$ cat src/rtl/i2c_pkg.sv
// Shared types and constants for the I2C target (i2c_slave_stream).
package i2c_pkg;

    localparam int         I2C_BYTE_WIDTH    = 8;
    localparam logic [6:0] I2C_GEN_CALL_ADDR = 7'h00;

    typedef enum logic [2:0] {
        ST_IDLE      = 3'd0,
        ST_ADDR      = 3'd1,
        ST_ADDR_ACK  = 3'd2,
        ST_RX_DATA   = 3'd3,
        ST_RX_ACK    = 3'd4,
        ST_TX_DATA   = 3'd5,
        ST_TX_ACK    = 3'd6,
        ST_WAIT_STOP = 3'd7
    } fsm_state_t;

    // Masked address compare: a set mask bit makes that address bit a don't-care.
    function automatic logic addr_match(input logic [6:0] rx_addr,
                                        input logic [6:0] own_addr,
                                        input logic [6:0] mask);
        return ((rx_addr ^ own_addr) & ~mask) == 7'd0;
    endfunction

endpackage

$ cat src/rtl/i2c_line_filter.sv
// Pad-line conditioner: two-flop synchroniser, then a level filter that only
// follows the line once it has been stable for DEPTH consecutive samples.
// rise_o/fall_o are single-cycle strobes coincident with the level_o change.
module i2c_line_filter
#(
    parameter int DEPTH = 3
)
(
    input  logic clk_i,
    input  logic a_rst_n_i,
    input  logic line_i,
    output logic level_o,
    output logic rise_o,
    output logic fall_o
);

    logic [1:0]       sync_q;
    logic [DEPTH-1:0] hist_q;

    // Synchronise, collect history and update the filtered level with edge strobes.
    always_ff @(posedge clk_i or negedge a_rst_n_i) begin
        if (!a_rst_n_i) begin
            // Idle bus level is high, so everything resets to 1 to avoid a phantom edge.
            sync_q  <= 2'b11;
            hist_q  <= '1;
            level_o <= 1'b1;
            rise_o  <= 1'b0;
            fall_o  <= 1'b0;
        end else begin
            // NOTE: non-blocking assignments let every stage sample the previous
            // value of the one before it, which is what makes this a shift chain.
            sync_q <= {sync_q[0], line_i};
            hist_q <= {hist_q[DEPTH-2:0], sync_q[1]};
            rise_o <= 1'b0;
            fall_o <= 1'b0;
            if (&hist_q && !level_o) begin
                level_o <= 1'b1;
                rise_o  <= 1'b1;
            end else if (~|hist_q && level_o) begin
                level_o <= 1'b0;
                fall_o  <= 1'b1;
            end
        end
    end

endmodule

$ cat src/rtl/i2c_slave_stream.sv
// I2C target with masked 7-bit address match, general call, and valid/ready
// byte streams for received (m_*) and transmitted (s_*) data.
// Build option: define I2C_SLAVE_STRETCH_EN to stretch SCL on RX overflow /
// TX underrun instead of NACKing / sending 0xFF.
module i2c_slave_stream
    import i2c_pkg::*;
#(
    parameter int FILTER_DEPTH = 3,
    parameter int ADDR_WIDTH   = 7
)
(
    input  logic                      clk_i,
    input  logic                      a_rst_n_i,
    input  logic                      en_i,
    input  logic [ADDR_WIDTH-1:0]     own_addr_i,
    input  logic [ADDR_WIDTH-1:0]     addr_mask_i,
    input  logic                      gen_call_en_i,
    input  logic                      scl_i,
    input  logic                      sda_i,
    output logic                      scl_o,
    output logic                      sda_o,
    output logic                      scl_t,
    output logic                      sda_t,
    output logic [I2C_BYTE_WIDTH-1:0] m_data_o,
    output logic                      m_valid_o,
    input  logic                      m_ready_i,
    output logic                      m_first_o,
    input  logic [I2C_BYTE_WIDTH-1:0] s_data_i,
    input  logic                      s_valid_i,
    output logic                      s_ready_o,
    output logic                      busy_o,
    output logic                      gen_call_o,
    output logic                      stop_o,
    output logic                      nack_o,
    output logic                      ovf_o,
    output logic                      unf_o
);

    localparam logic [3:0] LAST_BIT = 4'(I2C_BYTE_WIDTH);

    logic scl, sda, scl_rise, scl_fall, sda_rise, sda_fall;

    i2c_line_filter #(.DEPTH(FILTER_DEPTH)) u_scl_filter (
        .clk_i(clk_i), .a_rst_n_i(a_rst_n_i), .line_i(scl_i),
        .level_o(scl), .rise_o(scl_rise), .fall_o(scl_fall)
    );

    i2c_line_filter #(.DEPTH(FILTER_DEPTH)) u_sda_filter (
        .clk_i(clk_i), .a_rst_n_i(a_rst_n_i), .line_i(sda_i),
        .level_o(sda), .rise_o(sda_rise), .fall_o(sda_fall)
    );

    fsm_state_t                state_q;
    logic [3:0]                bit_cnt_q;
    logic [I2C_BYTE_WIDTH-1:0] sh_q;      // address / RX shifter
    logic [I2C_BYTE_WIDTH-1:0] tx_q;      // TX shifter, MSB is the next bit out
    logic [6:0]                own_q;     // own address captured at START
    logic rw_q, first_q, busy_q, gc_q, sda_t_q;
    logic stop_q, nack_q, ovf_q, unf_q;

    logic start_evt, stop_evt, line_evt, addr_hit, gc_hit, rx_space;
    logic tx_slot, rx_slot, tx_retry, rx_retry, tx_load, rx_load;

    assign start_evt = sda_fall & scl;
    assign stop_evt  = sda_rise & scl;
    assign line_evt  = start_evt | stop_evt;
    assign addr_hit  = addr_match(sh_q[7:1], own_q, addr_mask_i);
    assign gc_hit    = gen_call_en_i && (sh_q[7:1] == I2C_GEN_CALL_ADDR) && !sh_q[0];
    assign rx_space  = !m_valid_o || m_ready_i;

    // A TX byte is fetched on the SCL fall that ends the address ACK or a master ACK.
    assign tx_slot = en_i && !line_evt && scl_fall &&
                     ((state_q == ST_ADDR_ACK && rw_q) || state_q == ST_TX_ACK);
    assign rx_slot = en_i && !line_evt && scl_fall &&
                     state_q == ST_RX_DATA && bit_cnt_q == LAST_BIT;

`ifdef I2C_SLAVE_STRETCH_EN
    logic stall_q;  // SCL held low while waiting for stream space/data
    assign tx_retry = en_i && !line_evt && stall_q && state_q == ST_TX_DATA;
    assign rx_retry = en_i && !line_evt && stall_q && state_q == ST_RX_DATA;
    assign scl_t    = !stall_q;
`else
    assign tx_retry = 1'b0;
    assign rx_retry = 1'b0;
    assign scl_t    = 1'b1;
`endif

    assign tx_load   = tx_slot | tx_retry;
    assign rx_load   = rx_slot | rx_retry;
    assign s_ready_o = tx_load;

    assign scl_o      = 1'b0;
    assign sda_o      = 1'b0;
    assign sda_t      = sda_t_q;
    assign busy_o     = busy_q;
    assign gen_call_o = gc_q;
    assign stop_o     = stop_q;
    assign nack_o     = nack_q;
    assign ovf_o      = ovf_q;
    assign unf_o      = unf_q;

    // Protocol FSM: bus conditions first, then per-state bit handling, then byte hand-offs.
    always_ff @(posedge clk_i or negedge a_rst_n_i) begin
        if (!a_rst_n_i) begin
            state_q   <= ST_IDLE;
            bit_cnt_q <= '0;
            sh_q      <= '0;
            tx_q      <= '0;
            own_q     <= '0;
            rw_q      <= 1'b0;
            first_q   <= 1'b0;
            busy_q    <= 1'b0;
            gc_q      <= 1'b0;
            sda_t_q   <= 1'b1;
            stop_q    <= 1'b0;
            nack_q    <= 1'b0;
            ovf_q     <= 1'b0;
            unf_q     <= 1'b0;
`ifdef I2C_SLAVE_STRETCH_EN
            stall_q   <= 1'b0;
`endif
        end else begin
            stop_q <= 1'b0;
            nack_q <= 1'b0;
            ovf_q  <= 1'b0;
            unf_q  <= 1'b0;
            if (!en_i || line_evt) begin
                // Disable, START and STOP all release the bus and end any transfer.
                sda_t_q <= 1'b1;
                busy_q  <= 1'b0;
                gc_q    <= 1'b0;
`ifdef I2C_SLAVE_STRETCH_EN
                stall_q <= 1'b0;
`endif
                if (!en_i) begin
                    state_q <= ST_IDLE;
                end else if (start_evt) begin
                    state_q   <= ST_ADDR;
                    bit_cnt_q <= '0;
                    own_q     <= 7'(own_addr_i);
                end else begin
                    state_q <= ST_IDLE;
                    stop_q  <= busy_q;
                end
            end else begin
                case (state_q)
                    ST_ADDR, ST_RX_DATA: begin
                        if (scl_rise && bit_cnt_q != LAST_BIT) begin
                            sh_q      <= {sh_q[I2C_BYTE_WIDTH-2:0], sda};
                            bit_cnt_q <= bit_cnt_q + 4'd1;
                        end
                        if (state_q == ST_ADDR && scl_fall && bit_cnt_q == LAST_BIT) begin
                            if (addr_hit || gc_hit) begin
                                state_q <= ST_ADDR_ACK;
                                sda_t_q <= 1'b0;
                                busy_q  <= 1'b1;
                                gc_q    <= gc_hit;
                                rw_q    <= sh_q[0];
                            end else begin
                                state_q <= ST_WAIT_STOP;
                            end
                        end
                    end
                    ST_ADDR_ACK: begin
                        if (scl_fall && !rw_q) begin
                            state_q   <= ST_RX_DATA;
                            sda_t_q   <= 1'b1;
                            bit_cnt_q <= '0;
                            first_q   <= 1'b1;
                        end
                    end
                    ST_RX_ACK: begin
                        if (scl_fall) begin
                            state_q   <= ST_RX_DATA;
                            sda_t_q   <= 1'b1;
                            bit_cnt_q <= '0;
                        end
                    end
                    ST_TX_DATA: begin
                        if (scl_rise && bit_cnt_q != LAST_BIT) begin
                            bit_cnt_q <= bit_cnt_q + 4'd1;
                        end
                        if (scl_fall) begin
                            if (bit_cnt_q == LAST_BIT) begin
                                state_q <= ST_TX_ACK;
                                sda_t_q <= 1'b1;
                            end else begin
                                sda_t_q <= tx_q[I2C_BYTE_WIDTH-1];
                                tx_q    <= {tx_q[I2C_BYTE_WIDTH-2:0], 1'b1};
                            end
                        end
                    end
                    ST_TX_ACK: begin
                        if (scl_rise && sda) begin
                            state_q <= ST_WAIT_STOP;
                            nack_q  <= 1'b1;
                        end
                    end
                    default: ;
                endcase

                if (tx_load) begin
                    state_q   <= ST_TX_DATA;
                    bit_cnt_q <= '0;
                    if (s_valid_i) begin
                        tx_q    <= {s_data_i[I2C_BYTE_WIDTH-2:0], 1'b1};
                        sda_t_q <= s_data_i[I2C_BYTE_WIDTH-1];
`ifdef I2C_SLAVE_STRETCH_EN
                        stall_q <= 1'b0;
`endif
                    end else begin
                        sda_t_q <= 1'b1;
`ifdef I2C_SLAVE_STRETCH_EN
                        stall_q <= 1'b1;
`else
                        tx_q    <= '1;
                        unf_q   <= 1'b1;
`endif
                    end
                end

                if (rx_load) begin
                    if (rx_space) begin
                        state_q <= ST_RX_ACK;
                        sda_t_q <= 1'b0;
                        first_q <= 1'b0;
`ifdef I2C_SLAVE_STRETCH_EN
                        stall_q <= 1'b0;
`endif
                    end else begin
`ifdef I2C_SLAVE_STRETCH_EN
                        stall_q <= 1'b1;
`else
                        state_q <= ST_WAIT_STOP;
                        sda_t_q <= 1'b1;
                        ovf_q   <= 1'b1;
`endif
                    end
                end
            end
        end
    end

    // RX holding register: loaded when the FSM accepts a byte, drained by m_ready_i.
    always_ff @(posedge clk_i or negedge a_rst_n_i) begin
        if (!a_rst_n_i) begin
            m_data_o  <= '0;
            m_valid_o <= 1'b0;
            m_first_o <= 1'b0;
        end else if (rx_load && rx_space) begin
            m_data_o  <= sh_q;
            m_valid_o <= 1'b1;
            m_first_o <= first_q;
        end else if (m_ready_i) begin
            m_valid_o <= 1'b0;
            m_first_o <= 1'b0;
        end
    end

endmodule
$ cat config.mk
export PLATFORM = sky130hd
export DESIGN_NAME = i2c_slave_stream
export DESIGN_NICKNAME = d
export VERILOG_FILES = /design/src/rtl/i2c_pkg.sv /design/src/rtl/i2c_line_filter.sv /design/src/rtl/i2c_slave_stream.sv
export SDC_FILE = /design/constraint.sdc
export NUM_CORES = 1
export LEC_CHECK = 0
export BUFFER_PORTS_ARGS = -buffer_cell sky130_fd_sc_hd__buf_2
export CORE_MARGIN = 2
export CORE_UTILIZATION = 52
export CTS_BUF_LIST = sky130_fd_sc_hd__clkbuf_4
export DETAILED_ROUTE_END_ITERATION = 12
export PLACE_DENSITY = 0.78
export SYNTH_ARGS = -nofsm -noshare
export SYNTH_HDL_FRONTEND = slang
export SYNTH_SLANG_ARGS = --single-unit
$ cat constraint.sdc
create_clock -name clk_i -period 4.8 [get_ports clk_i]
set_clock_uncertainty 0.05 [all_clocks]
set_input_delay 0.96 -clock clk_i [delete_from_list [all_inputs] [get_ports clk_i]]
set_output_delay 0.96 -clock clk_i [all_outputs]
set_load 0.02 [all_outputs]
==> run_results.csv <==
group,metric,value,unit
status,run_status,"complete, no violations",
floorplan,fp.dieW,80.5,um
drt,antenna_violating_nets_left,0,
worst_setup_path,crit_fanout,16,
synthesis,syn_avg_cell_area,11.6,um2
placement,place_hpwl,4040,um
pwr,ir_worst_vdd,0.000263,V
synthesis,instance_count_of_the_mapped_netlist,262,
worst_setup_path,crit_path_cell_trace,"and2b_1, nand2_1, or3_1, inv_2, buf_2",
sta,max_slew.worst_pin.slew,0.932,ns
cells_and_area,syn_to_final_growth,12.8,%
sta,whs,0.310,ns
drt,totalWireLength,5690,um
worst_setup_path,crit_path_top_delay_cell,"or3_1",
global_route,grt_pass1_wl,9640,um
worst_setup_path,worstRegToRegCells,7,
clock_tree,cts_made_buffers,9,
floorplan,fp.dieH,80.5,um
clock_tree,clock_insertion_delay_worst_skew,0.40,ns
hold_path,worstHoldStart,"u_scl_filter.sync_q[1]",
global_route,grt_antenna_before_repair,0,
clock_tree,htreeDepth,3,
worst_setup_path,crit_start,"state_q[0]",
pwr,comb_power_share,0.202,
worst_setup_path,critical_path_class,"register to primary output",
worst_setup_path,path_depth,5,
synthesis,synth-edff-count,0,
clock_tree,root_buffer_selected_by_cts,"clkbuf_4",
cells_and_area,drive_above_1_share,0.345,
synthesis,synth.yosys.seq_area_share,0.541,
sta,report.final.setup_viol,0,
hold_path,hold-path-endpoint,"u_scl_filter.hist_q[0]",
placement,globalplace.congestion,0.892,
clock_tree,cts_tree,"done",
pwr,leakagePower,1.67,nW
cells_and_area,diodes,0,
pwr,net_switching_power_of_the_design,383,uW
synthesis,yosysWarningCount,0,
worst_setup_path,reg2reg_from,"bit_cnt_q[0]",
clock_tree,hold_buffers,0,
clock_tree,cts_num_sinks,65,
synthesis,synthesis.area,3040,um2
sta,setup_repair_after_global_routing_missed_its_margin,"false",
cells_and_area,leading_cell_type_in_the_layout_fill_and_taps_excluded,"dfrtp_1",
floorplan,die_area,6470,um2
drt,vias,2136,
sta,hold_violations,0,
pwr,pwr-share-clk,0.264,
drt,dr_wl_cell,14.7,um
sta,slew-limit-headroom,0.379,
global_route,grt_remaining_overflow,0,
cells_and_area,most-common-layout-cells,"dfrtp_1, buf_2, nand2_1",
worst_setup_path,path_delay_family,"simple AND/OR/NAND/NOR gates",
worst_setup_path,reg2reg_slack,2.45,ns
worst_setup_path,worstPathBufferInverterCount,2,
sta,clock.fmax,0.307,GHz
clock_tree,cts_resized,0,
synthesis,synth_ff_type,"dfrtp_1",
pwr,power_frac_seq,0.534,
floorplan,floorplan.rows,27,
global_route,global_route.usage.total,0.197,
global_route,maximum_number_of_pins_on_one_net_before_global_route_repair,45,
synthesis,synth-async-reset-ratio,1.00,
clock_tree,cts_buffer_depth,2,
drt,drtPass1Iterations,5,
drt,routed_via_density,5.51,
floorplan,boundary_pin_count,51,
synthesis,biggest_area_consumer_among_synthesized_cells,"dfrtp_1",
floorplan,core_region_area,5570,um2
clock_tree,clkTransAtPathRegs,0.10,ns
worst_setup_path,critPathCaptureType,"primary output",
worst_setup_path,critical_path_startpoint_category,"register",
placement,placed_cells,372,
placement,numPortBuffers,47,
worst_setup_path,crit_arrival,2.24,ns
hold_path,timing.hold.worst_path_depth,0,
worst_setup_path,regToRegEndpoint,"state_q[1]",
pwr,power_density,383,nW/um2
pwr,swShare,0.292,
worst_setup_path,critical-path-max-stage-delay,0.56,ns
sta,timing.final.crit_period,3.25,ns
synthesis,ranking_of_synthesized_cells_by_area,"dfrtp_1, dfstp_2, mux2_2",
floorplan,initial_utilization,0.545,
cells_and_area,final_cells,388,
synthesis,area_fraction_of_the_dominant_cell_type_after_synthesis,0.428,
sta,post_route_clock_period_utilization,0.678,
synthesis,synth.ff_latch_count,65,
worst_setup_path,crit_required,3.79,ns
flow_run,cap_violations,0,
hold_path,path_category_of_the_worst_min_delay_check,"register to register",
global_route,first_global_vias,2134,
drt,drt_iter0_drc,232,
drt,detail_route.drc_violations,0,
clock_tree,post_cts_buffers,0,
synthesis,synth_cell_types,51,
sta,final.setup.tns,0,ns
sta,finalMaxSlewViolations,0,
cells_and_area,final_nets,343,
pwr,intPower,929,uW
-- cell families after synthesis --
kind of cell               synth area share
and+or+nand+nor                       0.151
DFF                                   0.541
AOI/OAI and AO/OA                     0.101
muxes                                 0.134
buffers and inverters                0.0424
xor gates and xnor gates             0.0202
adders and majority gates           0.00823
other                               0.00247
-- state kept, by name, summed over array words and instances (netlist names), 2 cells and up --
name                 flops
state_q                  3
own_q                    7
bit_cnt_q                4
u_sda_filter.sync_q      2
sh_q                     8
tx_q                     8
u_scl_filter.sync_q      2
m_data_o                 8
u_scl_filter.hist_q      3
u_sda_filter.hist_q      3
-- worst max-delay path by stage --
stage	endpoint	slack (ns)
6_report	s_ready_o	1.55
3_5_place_dp	s_ready_o	1.58
3_3_place_gp	s_ready_o	1.66
5_1_grt	s_ready_o	1.40
2_1_floorplan	s_ready_o	2.09
4_1_cts	s_ready_o	1.55
-- synth_stat cells, types with 3 or more instances --
cell	number
buf_4	4
o21ai_0	14
nor3_1	12
nor2_1	13
nand3_1	4
or3_1	3
nand4_1	4
a21oi_1	10
mux2i_1	7
mux2_2	18
dfrtp_1	52
xor2_1	3
mux2_4	9
o21a_1	4
nand3b_1	3
nor2b_1	3
xnor2_1	4
dfstp_2	13
nand2_1	19
o22a_1	3
buf_2	4
inv_1	13
-- layout make-up --
class	count	area [um2]
Clock buffer	11	82.6
Inverter	14	52.6
Timing Repair Buffer	48	243
Sequential cell	65	1640
Fill cell	454	2150
Multi-Input combinational cell	173	1270
Clock inverter	5	46.3
Tap cell	72	90.1
-- through the flow --
step | util | worst slack, ns | cell area, um2 | power [mW]
after floorplan | - | 2.09 | 3040 | 0.910
after global placement | 0.592 | 1.66 | 3300 | 0.964
after detailed placement | 0.592 | 1.58 | 3300 | 0.976
after CTS | 0.615 | 1.55 | 3430 | 1.32
after global routing | 0.615 | 1.40 | 3430 | 1.39
final | 0.615 | 1.55 | 3430 | 1.31
-- per-layer routing --
metal | global-route usage | part of all wire | vias to the layer above
met5 | 0 | 0 | -
met4 | 0.105 | 0.022 | 0
met3 | 0.0539 | 0.067 | 13
met2 | 0.306 | 0.47 | 81
met1 | 0.250 | 0.44 | 1014
li1 | - | - | 1028
-- power by group through the flow --
stage	sequential [mW]	combinational, mW	clock (mW)
6_report	0.700	0.266	0.346
2_1_floorplan	0.674	0.236	0
5_1_grt	0.712	0.302	0.380
3_5_place_dp	0.712	0.264	0
3_3_place_gp	0.707	0.257	0
4_1_cts	0.701	0.265	0.358
(Power assumes the default switching activity.)
